[src/rtl/mem_access_ctrl.sv]
// MEM-stage data-memory sequencer: req/ack handshake, pipeline stall/bubble, timeout abort.
// Optional stall-cycle performance counter enabled by defining MEMCTRL_PERF_EN.
//
// state | meaning
// IDLE  | no access in flight; a new load/store is latched and stalls combinationally
// BUSY  | mem_req_o held, waiting for mem_ack_i or wait-timer terminal count
// DONE  | one-cycle completion; Memdata_o valid, pipeline released
module mem_access_ctrl #(
    parameter int TIMEOUT = 64,
    parameter int CNT_W   = $clog2(TIMEOUT + 1)
) (
    input  logic        clk_i,
    input  logic        rst_i,
    input  logic        MemRead_i,
    input  logic        MemWrite_i,
    input  logic [31:0] addr_i,
    input  logic [31:0] wdata_i,
    input  logic        mem_ack_i,
    input  logic [31:0] mem_rdata_i,
    output logic        mem_req_o,
    output logic        mem_we_o,
    output logic [31:0] mem_addr_o,
    output logic [31:0] mem_wdata_o,
    output logic        stall_o,
    output logic        wb_bubble_o,
    output logic [31:0] Memdata_o,
    output logic        err_o,
    output logic [31:0] perf_stall_cnt_o
);

    localparam logic [1:0] S_IDLE = 2'd0;
    localparam logic [1:0] S_BUSY = 2'd1;
    localparam logic [1:0] S_DONE = 2'd2;

    localparam logic [CNT_W-1:0] CNT_LOAD = CNT_W'(TIMEOUT - 1);

    logic [1:0]       state_q, state_d;
    logic [CNT_W-1:0] cnt_q, cnt_d;
    logic [31:0]      addr_q, addr_d;
    logic [31:0]      wdata_q, wdata_d;
    logic [31:0]      rdata_q, rdata_d;
    logic             we_q, we_d;
    logic             err_q, err_d;
    logic             acc;

    assign acc = MemRead_i | MemWrite_i;

    // The wait timer counts down from TIMEOUT-1; reaching zero without an ack aborts the access.
    always_comb begin
        state_d = state_q;
        cnt_d   = cnt_q;
        addr_d  = addr_q;
        wdata_d = wdata_q;
        rdata_d = rdata_q;
        we_d    = we_q;
        err_d   = err_q;
        case (state_q)
            S_IDLE: begin
                if (acc) begin
                    addr_d  = addr_i;
                    wdata_d = wdata_i;
                    we_d    = MemWrite_i;
                    cnt_d   = CNT_LOAD;
                    state_d = S_BUSY;
                end
            end
            S_BUSY: begin
                if (mem_ack_i) begin
                    state_d = S_DONE;
                    if (!we_q) rdata_d = mem_rdata_i;
                end else if (cnt_q == '0) begin
                    state_d = S_DONE;
                    err_d   = 1'b1;
                    if (!we_q) rdata_d = 32'hDEAD_BEEF;
                end else begin
                    cnt_d = cnt_q - CNT_W'(1);
                end
            end
            S_DONE:  state_d = S_IDLE;
            default: state_d = S_IDLE;
        endcase
    end

    always_ff @(posedge clk_i) begin
        if (!rst_i) begin
            state_q <= S_IDLE;
            cnt_q   <= '0;
            addr_q  <= '0;
            wdata_q <= '0;
            rdata_q <= '0;
            we_q    <= 1'b0;
            err_q   <= 1'b0;
        end else begin
            state_q <= state_d;
            cnt_q   <= cnt_d;
            addr_q  <= addr_d;
            wdata_q <= wdata_d;
            rdata_q <= rdata_d;
            we_q    <= we_d;
            err_q   <= err_d;
        end
    end

    // Stall must assert in the arrival cycle, so the IDLE term is combinational on the inputs.
    assign stall_o     = ((state_q == S_IDLE) && acc) || (state_q == S_BUSY);
    assign wb_bubble_o = stall_o;
    assign mem_req_o   = (state_q == S_BUSY);
    assign mem_we_o    = we_q;
    assign mem_addr_o  = addr_q;
    assign mem_wdata_o = wdata_q;
    assign Memdata_o   = rdata_q;
    assign err_o       = err_q;

`ifdef MEMCTRL_PERF_EN
    logic [31:0] perf_q;

    always_ff @(posedge clk_i) begin
        if (!rst_i) begin
            perf_q <= '0;
        end else if (stall_o) begin
            perf_q <= perf_q + 32'd1;
        end
    end

    assign perf_stall_cnt_o = perf_q;
`else
    assign perf_stall_cnt_o = 32'h0;
`endif

endmodule
[config.mk]
export PLATFORM = sky130hd
export DESIGN_NAME = mem_access_ctrl
export DESIGN_NICKNAME = d
export VERILOG_FILES = /design/src/rtl/mem_access_ctrl.sv
export SDC_FILE = /design/constraint.sdc
export NUM_CORES = 1
export LEC_CHECK = 0
export CAP_MARGIN = 5
export CELL_PAD_IN_SITES_DETAIL_PLACEMENT = 0
export CELL_PAD_IN_SITES_GLOBAL_PLACEMENT = 1
export CORE_MARGIN = 8
export CORE_UTILIZATION = 29
export CTS_CLUSTER_SIZE = 20
export DETAILED_ROUTE_END_ITERATION = 8
export MAX_ROUTING_LAYER = met4
export PLACE_DENSITY = 0.95
export SETUP_SLACK_MARGIN = 0.02
export SYNTH_ARGS = -nofsm -noshare
export SYNTH_HDL_FRONTEND = slang
export SYNTH_SLANG_ARGS = --single-unit
export TNS_END_PERCENT = 50
[constraint.sdc]
create_clock -name clk_i -period 5.5 [get_ports clk_i]
set_input_delay 1.65 -clock clk_i [delete_from_list [all_inputs] [get_ports clk_i]]
set_output_delay 1.65 -clock clk_i [all_outputs]
set_load 0.1 [all_outputs]
# After elaboration in Yosys (flattened, before gate mapping)
# Cells that the tools add are included.
# W data, S select, Z words.
# totals
ff_bits	107
inputBits	101
output_inout_bits	133
word_cells	39
# op_classes
add_sub_neg	1
n_eq_ne	5
mux	12
n_bitwise	3
n_reduce_logical	11
# op_table
cell	n
$mux W32	4
$mux W7	3
$pmux W7 S2	1
$logic_not A7 Y1	1
$sub A7 B1 Y7 const B	1
$mux W2	3
$ne A2 B2 Y1 const B	3
$reduce_and A3 Y1	2
$pmux W2 S2	1
$reduce_and A2 Y1	2
$reduce_and A4 Y1	1
$reduce_bool A2 Y1	2
$ne A3 B2 Y1 const B	1
$eq A2 B1 Y1 const B	1
$logic_not A2 Y1	1
$not A1 Y1	2
$logic_and A1 B1 Y1	1
$logic_or A1 B1 Y1	1
$or A1 B1 Y1	1

# Logic depth before layout (Yosys ltp)
# Gate-level depths: netlist of run 1.
# depth
ltp_word	4
ltp_mapped	7
ltp_nobuf	6

# Least setup slack after synthesis of run 1
# Ideal clock, no wire load.
# synth_timing
path_kind	in2out
from	input port MemWrite_i
to	output port wb_bubble_o
arrival_time_ns	3.402
t_required_ns	3.850
slack_ns	0.448
path_stages	5
n_path_buf	3
cell_sequence	o21ai_0 -> buf_2 -> buf_1 -> nand2_1 -> buf_4
# synth_via
elab_chain_cells	3
# synth_rtl
item	line	text
start: declaration	15	input logic MemWrite_i,
$or A1 B1 Y1	46	assign acc = MemRead_i | MemWrite_i;
$logic_and A1 B1 Y1	105	assign stall_o = ((state_q == S_IDLE) && acc) || (state_q == S_BUSY);
$logic_or A1 B1 Y1	105	
end: declaration	25	output logic wb_bubble_o,
# No other way between the ends.

# Worst setup path after layout of run 1
# layout_timing
from	input port MemWrite_i
to	output port stall_o
# layout_via
elab_chain_cells	3
# layout_rtl
item	line	text
$or A1 B1 Y1	46	
$logic_and A1 B1 Y1	105	
$logic_or A1 B1 Y1	105	
end: declaration	24	output logic stall_o,
# No other way between the ends.

==> results of run 1 <==
-- cells in the mapped netlist (all sizes together) --
| cell | n |
|---|---|
| nor2 | 9 |
| nor4b | 1 |
| nand2 | 149 |
| ha | 2 |
| inv | 4 |
| a21oi | 69 |
| dfxtp | 107 |
| or3b | 2 |
| and3 | 2 |
| nand2b | 2 |
| a311oi | 2 |
| nand3 | 4 |
| buf | 42 |
| and2 | 1 |
| o31ai | 1 |
| nor3 | 4 |
| or2 | 1 |
| a32o | 1 |
| o211a | 1 |
| conb | 1 |
| a211oi | 1 |
| o2111a | 2 |
| nor4 | 1 |
| a31oi | 2 |
| o221a | 24 |
| clkbuf | 22 |
| o21ai | 3 |
| nor3b | 1 |
| o22ai | 8 |
| a22oi | 1 |
-- report_power, final --
part | internal (mW) | switching (mW)
registers | 0.847 | 0.0432
logic | 0.244 | 0.759
clock network | 0.325 | 0.330
-- metal layers --
metal,vias up,part of all wire [%],GRT usage (%)
met3,16,9.8,6.65
met5,-,0,-
met2,155,46,21.6
li1,1900,-,-
met1,1679,43,15.6
met4,0,1.5,4.18
-- sequential cells by signal, indices dropped and copies added, names as in the netlist --
signal       count
err_o            1
mem_we_o         1
mem_addr_o      32
Memdata_o       32
mem_wdata_o     32
state_q          2
cnt_q            7
-- worst max path at each step --
stage,to
final,stall_o
after global routing,stall_o
after CTS,stall_o
after detailed placement,stall_o
after global placement,stall_o
after floorplan,wb_bubble_o
-- cells by family after synthesis --
logic type / count (synthesis) / synth area share, %
buffers and inverters: 68 / 9.59
other: 1 / 0.0918
adders and majority gates: 2 / 0.613
DFF: 107 / 52.5
AOI/OAI and AO/OA: 115 / 19.1
and+or+nand+nor: 177 / 18.2
-- final cells by class --
type	count	area (um^2)	share of cell area [%]
clock inverters	7	83.8	1.30
well taps	180	225	3.50
repair buffers	207	2050	31.9
multi-input cells	326	1680	26.2
inverters	4	15.0	0.234
flip-flops and latches	107	2140	33.3
clock buffers	9	225	3.50
-- through the flow --
stage          hold WS (ns)  util [%]  cell area, um^2  std cells
2_1_floorplan         0.462         -             4200        501
3_3_place_gp          0.441      44.2             6120        824
3_5_place_dp          0.446      44.2             6120        824
4_1_cts               0.457      46.5             6430        840
5_1_grt               0.470      46.5             6430        840
6_report              0.454      46.5             6430        840
-- worst min-delay path: cells and delay by family (launching register included) --
family | cells | cell delay (ns)
and+or+nand+nor | 1 | 0.05
AOI/OAI and AO/OA | 1 | 0.05
DFF | 1 | 0.31
==> flow_summary.yaml, run 1 <==
cts:
  tritoncts: "yes"
  clk_transition_reported_paths_ns: 0.08
  ctsHoldBuffers: 0
  clock_sinks: 107
  post_cts_resize_count: 0
  cts.path.max_buffers: 2
  numCtsBuffers: 9
  cts_setup_buffers: 0
  clock_latency_ns: 0.36
  cts_root_buffer: "sky130_fd_sc_hd__clkbuf_16"
  number_of_levels_the_h_tree_was_split_into: 3
final_layout:
  nNetsFinal: 758
  final_common_cell: "sky130_fd_sc_hd__clkdlybuf4s50_1"
  syn2layout_area_growth_pct: 57.4
  insertedDiodeCount: 0
  fillCellCount: 1356
  drive_gt1_share_pct: 8.48
  layout.cells.most_common_list: "199 x sky130_fd_sc_hd__clkdlybuf4s50_1, 149 x sky130_fd_sc_hd__nand2_1, 107 x sky130_fd_sc_hd__dfxtp_1, 68 x sky130_fd_sc_hd__a21oi_1, 32 x sky130_fd_sc_hd__conb_1"
synthesis:
  netlist_area_um2: 4080
  synth_top_cell_area_share_pct: 52.5
  netlist_instances: 470
  synth.largest_area_cell: "sky130_fd_sc_hd__dfxtp_1"
  postSynthRegisterBits: 107
  post_synth_num_cell_types: 37
  yosys_warnings: 0
  yosys-top-cells-area: "sky130_fd_sc_hd__dfxtp_1 52%, sky130_fd_sc_hd__nand2_1 14%, sky130_fd_sc_hd__a21oi_1 8.3%"
  synth_area_per_cell_um2: 8.69
  seq_area_frac_synth_pct: 52.5
critical_path:
  cp_num_cells: 4
  worst_path_max_delay_cell: "sky130_fd_sc_hd__clkdlybuf4s50_1"
  critical_path.max_stage_delay_ns: 0.55
  worst_ep_required_time_ns: 3.85
  cp-startpoint: "MemWrite_i"
  cp_cell_sequence: "clkdlybuf4s50_1 > o21ai_4 > nand2_1 > buf_4"
  end_of_the_worst_register_to_register_path: "Memdata_o[3]$_SDFFE_PN0P_"
  r2r-start: "cnt_q[0]$_SDFFE_PN0P_"
  critPathTopFamily: "buffers and inverters"
  cp_data_arrival_time_ns: 2.76
  r2r_slack_ns: 3.62
  worst-setup-path-type: "in2out"
  crit_buf_inv: 2
  cp-start-kind: "input pin"
  path_max_fanout: 3
  endpoint_kind: "output pin"
  r2r.worst_path.cells: 7
min_path:
  worst_hold_path_depth: 2
  hold_end: "mem_wdata_o[23]$_SDFFE_PN0P_"
  holdCritStartpoint: "mem_wdata_o[23]$_SDFFE_PN0P_"
  holdCritPathClass: "reg2reg"
die:
  die-area_um2: 18100
  fp.coreArea_um2: 13800
  initial_core_util_pct: 29.5
  die_width_um: 135
  die_height_um: 135
  io-pin-count: 234
  rows: 43
global_routing:
  grt_antenna_before_repair: 0
  first_global_vias: 3648
  grt_start_max_net_pins: 65
  wire_length_of_the_first_global_routing_pass_um: 19500
  overflow: 0
  gr-usage-all-layers_pct: 13.9
placement:
  gp_routability_congestion: 0.775
  hpwl_um: 9140
  port_buffers: 201
  pre_cts_ws_ns: 1.09
timing:
  timing.slew.headroom_pct: 32.1
  hold_violations: 0
  finalSetupViolCount: 0
  final_min_period_over_clock_period_pct: 80.1
  maxClockFrequency_ghz: 0.227
  timing_max_transition_violations_final: 0
  max_slew.worst_pin.slew_ns: 1.02
  rsz0062_at_grt: "false"
  fin_setup_tns_ns: 0
  worst_setup_slack_after_layout_ns: 1.09
  timing.final.crit_period_ns: 4.41
  worst_setup_skew_after_layout_ns: 0.00809
routing:
  drt_pass1_iterations: 4
  post-route-drc-count: 0
  drt_wl_total_um: 12700
  num_vias: 3750
  wl_per_cell_um: 15.1
  antenna_violating_nets_post_route: 0
  drt_first_iter_violations: 172
  viasPerCell: 4.46
power_and_ir_drop:
  leakage_power_total_nw: 2.47
  design_power_total_mw: 2.55
  power_density_nw_per_um2: 396
  max-vdd-ir-drop_mv: 0.211
outcome:
  outcome: "finished, final reports clean"
run:
  number_of_max_cap_violations: 0
Note: power is estimated with default switching activity, not from simulation.
==> run 2: changes to the inputs <==
CORE_UTILIZATION = 24   (was 29)
PLACE_DENSITY = 0.87   (was 0.95)
clock period = 4 ns   (was 5.5 ns; I/O delays follow)
==> run 2 against run 1 <==
Net effect: clock skew is essentially flat; register-to-register slack lost 1.7 ns; routed wire length grew 4.1%; via count grew 2.1%; design area grew 1.3%; sequential power grew 38%; clock power grew 39%; critical endpoint unchanged; largest power group unchanged.
==> flow_summary.yaml, run 2 (synthesis gave the netlist of run 1 again) <==
timing:
  fin_setup_tns_ns: 0
  timing.final.crit_period_ns: 3.43
  final_min_period_over_clock_period_pct: 85.8
  hold_violations: 0
  finalSetupViolCount: 0
  hold_ws_ns: 0.453
  maxClockFrequency_ghz: 0.291
  rsz0062_at_grt: "false"
  worst_setup_skew_after_layout_ns: 0.00785
  timing.slew.headroom_pct: 31.9
  timing_max_transition_violations_final: 0
  max_slew.worst_pin.slew_ns: 1.02
placement:
  hpwl_um: 9510
  port_buffers: 201
  post_dp_cell_area_um2: 6210
  gp_routability_congestion: 0.753
critical_path:
  cp-start-kind: "input pin"
  r2r_slack_ns: 1.94
  cp_data_arrival_time_ns: 2.23
  r2r-start: "state_q[0]$_SDFFE_PN0P_"
  endpoint_kind: "output pin"
  path_max_fanout: 3
  end_of_the_worst_register_to_register_path: "Memdata_o[22]$_SDFFE_PN0P_"
  worst_ep_required_time_ns: 2.80
  worst-setup-path-type: "in2out"
  r2r.worst_path.cells: 5
power_and_ir_drop:
  design_power_total_mw: 3.54
  max-vdd-ir-drop_mv: 0.201
  power_density_nw_per_um2: 543
  leakage_power_total_nw: 2.50
cts:
  cts.path.max_buffers: 2
  cts_root_buffer: "sky130_fd_sc_hd__clkbuf_16"
  post_cts_resize_count: 0
  clock_sinks: 107
  cts_setup_buffers: 0
  tritoncts: "yes"
  ctsHoldBuffers: 0
  numCtsBuffers: 9
  clk_transition_reported_paths_ns: 0.06
  number_of_levels_the_h_tree_was_split_into: 3
  clock_latency_ns: 0.35
routing:
  drt_pass1_iterations: 5
  viasPerCell: 4.35
  drt_first_iter_violations: 179
  antenna_violating_nets_post_route: 0
  num_vias: 3827
  wl_per_cell_um: 15.0
  post-route-drc-count: 0
  drt_wl_total_um: 13200
die:
  rows: 47
  initial_core_util_pct: 24.6
  die_height_um: 146
  io-pin-count: 234
  fp.coreArea_um2: 16600
  die-area_um2: 21400
  die_width_um: 146
min_path:
  worst_hold_path_depth: 2
  holdCritPathClass: "reg2reg"
  hold_end: "mem_addr_o[26]$_SDFFE_PN0P_"
  holdCritStartpoint: "mem_addr_o[26]$_SDFFE_PN0P_"
final_layout:
  final_common_cell: "sky130_fd_sc_hd__clkdlybuf4s50_1"
  syn2layout_area_growth_pct: 59.5
  drive_gt1_share_pct: 9.70
  seqCellArea_um2: 2140
  area_of_the_multi_input_gates_um2: 1690
  fillCellCount: 1708
  nNetsFinal: 759
  insertedDiodeCount: 0
  layout.cells.most_common_list: "191 x sky130_fd_sc_hd__clkdlybuf4s50_1, 148 x sky130_fd_sc_hd__nand2_1, 107 x sky130_fd_sc_hd__dfxtp_1, 68 x sky130_fd_sc_hd__a21oi_1, 32 x sky130_fd_sc_hd__conb_1"
  final_area_um2: 6510
outcome:
  outcome: "finished, final reports clean"
global_routing:
  overflow: 0
  first_global_vias: 3761
  grt_start_max_net_pins: 65
  gr-usage-all-layers_pct: 12.3
  wire_length_of_the_first_global_routing_pass_um: 20700
  grt_antenna_before_repair: 0
run:
  number_of_max_cap_violations: 0
run 2: cell count changes in the layout (fill, tap and decap cells not counted), sizes merged:
cell and change:
buf +9, clkdlybuf4s50 -8, inv -3, clkbuf +3, clkinv -2, bufinv +1
run 2: how the worst max path moves through the flow:
stage	end	slack, ns	cells past startpoint	startpoint
5_1_grt	stall_o	0.50	4	MemWrite_i
6_report	stall_o	0.57	4	MemWrite_i
4_1_cts	stall_o	0.53	4	MemWrite_i
3_5_place_dp	stall_o	0.53	4	MemWrite_i
2_1_floorplan	wb_bubble_o	0.16	5	MemWrite_i
3_3_place_gp	stall_o	0.54	4	MemWrite_i
run 2: metal layers:
metal / part of all wire [%] / wire, um / GRT usage (%) / vias to the layer above
met5: 0 / 0 / - / -
met4: 1.4 / 189 / 4.17 / 0
met3: 9.4 / 1240 / 5.53 / 12
met2: 45 / 5970 / 18.7 / 170
met1: 44 / 5840 / 14.3 / 1749
li1: - / - / - / 1896
run 2: layout make-up:
class                   count  area share [%]
multi-input cells         326            25.9
clock buffers              12            3.94
well taps                 220            4.23
repair buffers            208            32.1
flip-flops and latches    107            32.9
clock inverters             3           0.730
inverters                   4           0.231
run 2: critical path, stage by stage:
cell and delay (ns):
sky130_fd_sc_hd__clkdlybuf4s50_1 0.48, sky130_fd_sc_hd__o21ai_4 0.19, sky130_fd_sc_hd__nand2_2 0.14, sky130_fd_sc_hd__buf_12 0.22
run 2: power breakdown:
group	leakage (nW)	switching (mW)	internal, mW
clock	0.149	0.391	0.519
sequential	0.880	0.0618	1.16
combinational	1.47	1.05	0.349
run 2: stage by stage:
stage | utilization [%] | worst slack, ns | cells
5_1_grt | 39.3 | 0.498 | 880
2_1_floorplan | - | 0.163 | 501
3_3_place_gp | 37.4 | 0.535 | 865
6_report | 39.3 | 0.566 | 880
3_5_place_dp | 37.4 | 0.534 | 865
4_1_cts | 39.3 | 0.527 | 880
==> run 3: changes to the inputs <==
REMOVE_ABC_BUFFERS = 1   (was unset)
SKIP_CTS_REPAIR_TIMING = 1   (was unset)
SLEW_MARGIN = 20   (was unset)
==> run 3 against run 2 <==
Net effect: die area stayed put; setup slack lost 0.062 ns; power is 3.9% higher; sequential cell count stayed put; first-iteration DRC count down 1.7%; critical path type unchanged; critical endpoint unchanged; largest cell class unchanged.
==> flow_summary.yaml, run 3 (synthesis gave the netlist of run 1 again) <==
outcome:
  outcome: "finished, final reports clean"
placement:
  hpwl_um: 9120
  port_buffers: 201
  post_dp_cell_area_um2: 6200
  place_inst: 864
  gp_routability_congestion: 0.712
timing:
  timing_max_transition_violations_final: 0
  timing.slew.headroom_pct: 32.7
  timing.final.crit_period_ns: 3.50
  hold_violations: 0
  rsz0062_at_grt: "false"
  final_min_period_over_clock_period_pct: 87.4
  max_slew.worst_pin.slew_ns: 1.01
  maxClockFrequency_ghz: 0.286
  worst_setup_skew_after_layout_ns: 0.00744
  fin_setup_tns_ns: 0
  finalSetupViolCount: 0
final_layout:
  layout.cells.most_common_list: "191 x sky130_fd_sc_hd__clkdlybuf4s50_1, 149 x sky130_fd_sc_hd__nand2_1, 107 x sky130_fd_sc_hd__dfxtp_1, 68 x sky130_fd_sc_hd__a21oi_1, 32 x sky130_fd_sc_hd__conb_1"
  final_area_um2: 6570
  drive_gt1_share_pct: 9.70
  final_common_cell: "sky130_fd_sc_hd__clkdlybuf4s50_1"
  syn2layout_area_growth_pct: 60.8
  nNetsFinal: 758
  finalNonFillerCells: 882
global_routing:
  wire_length_of_the_first_global_routing_pass_um: 20100
  gr-usage-all-layers_pct: 12.0
  first_global_vias: 3606
  grt_antenna_before_repair: 2
  overflow: 0
  grt_start_max_net_pins: 65
power_and_ir_drop:
  share_clk_of_total_power_pct: 28.7
  power_density_nw_per_um2: 559
  leakage_power_total_nw: 2.53
  power_frac_comb_pct: 37.9
  max-vdd-ir-drop_mv: 0.189
  power.internal_mw: 2.17
  sequential_power_share_pct: 33.4
  design_power_total_mw: 3.67
  power.switching_fraction_pct: 40.8
  power.net_switching_mw: 1.50
cts:
  tritoncts: "yes"
  clk_transition_reported_paths_ns: 0.06
  clock_sinks: 107
  number_of_levels_the_h_tree_was_split_into: 3
  numCtsBuffers: 9
  cts.path.max_buffers: 2
  clock_latency_ns: 0.34
  cts_root_buffer: "sky130_fd_sc_hd__clkbuf_16"
critical_path:
  worst_path_max_delay_cell: "sky130_fd_sc_hd__clkdlybuf4s50_1"
  worst_ep_required_time_ns: 2.80
  critPathTopFamily: "buffers and inverters"
  path_max_fanout: 3
  cp-start-kind: "input pin"
  cp_data_arrival_time_ns: 2.30
  worst-setup-path-type: "in2out"
  critical_path.max_stage_delay_ns: 0.48
  endpoint_kind: "output pin"
  cp_cell_sequence: "clkdlybuf4s50_1 > o21ai_4 > nand2_1 > buf_12"
  crit_buf_inv: 2
run:
  number_of_max_cap_violations: 0
routing:
  drt_wl_total_um: 12900
  viasPerCell: 4.32
  antenna_violating_nets_post_route: 0
  drt_pass1_iterations: 7
  post-route-drc-count: 0
  num_vias: 3806
  wl_per_cell_um: 14.6
  drt_first_iter_violations: 176
die:
  fp.coreArea_um2: 16600
  die_height_um: 146
  initial_core_util_pct: 24.6
  io-pin-count: 234
  die-area_um2: 21400
  rows: 47
  die_width_um: 146
min_path:
  holdCritPathClass: "reg2reg"
==> run 3: layout make-up <==
type	count	area, um^2
Tap cell	220	275
Clock buffer	12	267
Timing Repair Buffer	207	2080
Antenna cell	2	5.00
Sequential cell	107	2140
Multi-Input combinational cell	326	1680
Inverter	4	15.0
Clock inverter	4	95.1
Fill cell	1700	10000
==> run 3: worst paths after layout <==
kind | from | endpoint | slack [ns] | cells past startpoint
setup / recovery | MemWrite_i | stall_o | 0.50 | 4
hold / removal | mem_wdata_o[23]$_SDFFE_PN0P_ | mem_wdata_o[23]$_SDFFE_PN0P_ | 0.45 | 2
setup reg to reg | cnt_q[0]$_SDFFE_PN0P_ | Memdata_o[2]$_SDFFE_PN0P_ | 2.16 | 7
hold reg to reg | mem_wdata_o[23]$_SDFFE_PN0P_ | mem_wdata_o[23]$_SDFFE_PN0P_ | 0.45 | 2
==> run 3: power by group through the flow <==
stage               Clock, mW  Sequential (mW)  Combinational [mW]
global route             1.15             1.24                1.46
finish                   1.05             1.22                1.39
floorplan                   0             1.87               0.395
global placement            0             1.25                1.40
detailed placement          0             1.25                1.40
CTS                      1.10             1.23                1.40
==> run 3: worst min-delay path: stages (launching register included) <==
cell and delay (ns):
sky130_fd_sc_hd__dfxtp_1 0.31, sky130_fd_sc_hd__nand2_1 0.05, sky130_fd_sc_hd__a21oi_1 0.05
==> run 3: per-stage QoR <==
stage                     util [%]  hold slack, ns  worst slack (ns)
after floorplan                  -           0.462             -4.23
after global placement        37.4           0.441             0.500
after detailed placement      37.4           0.447             0.506
after CTS                     39.6           0.457             0.495
after global routing          39.6           0.471             0.463
final                         39.6           0.454             0.504
==> run 3: metal layers <==
layer  global-route usage, %  wire length (um)  vias up
li1                        -                 -     1901
met4                    4.64               181        0
met3                    5.32              1280       12
met2                    17.3              5670      173
met1                    14.4              5780     1720
met5                       -                 0        -
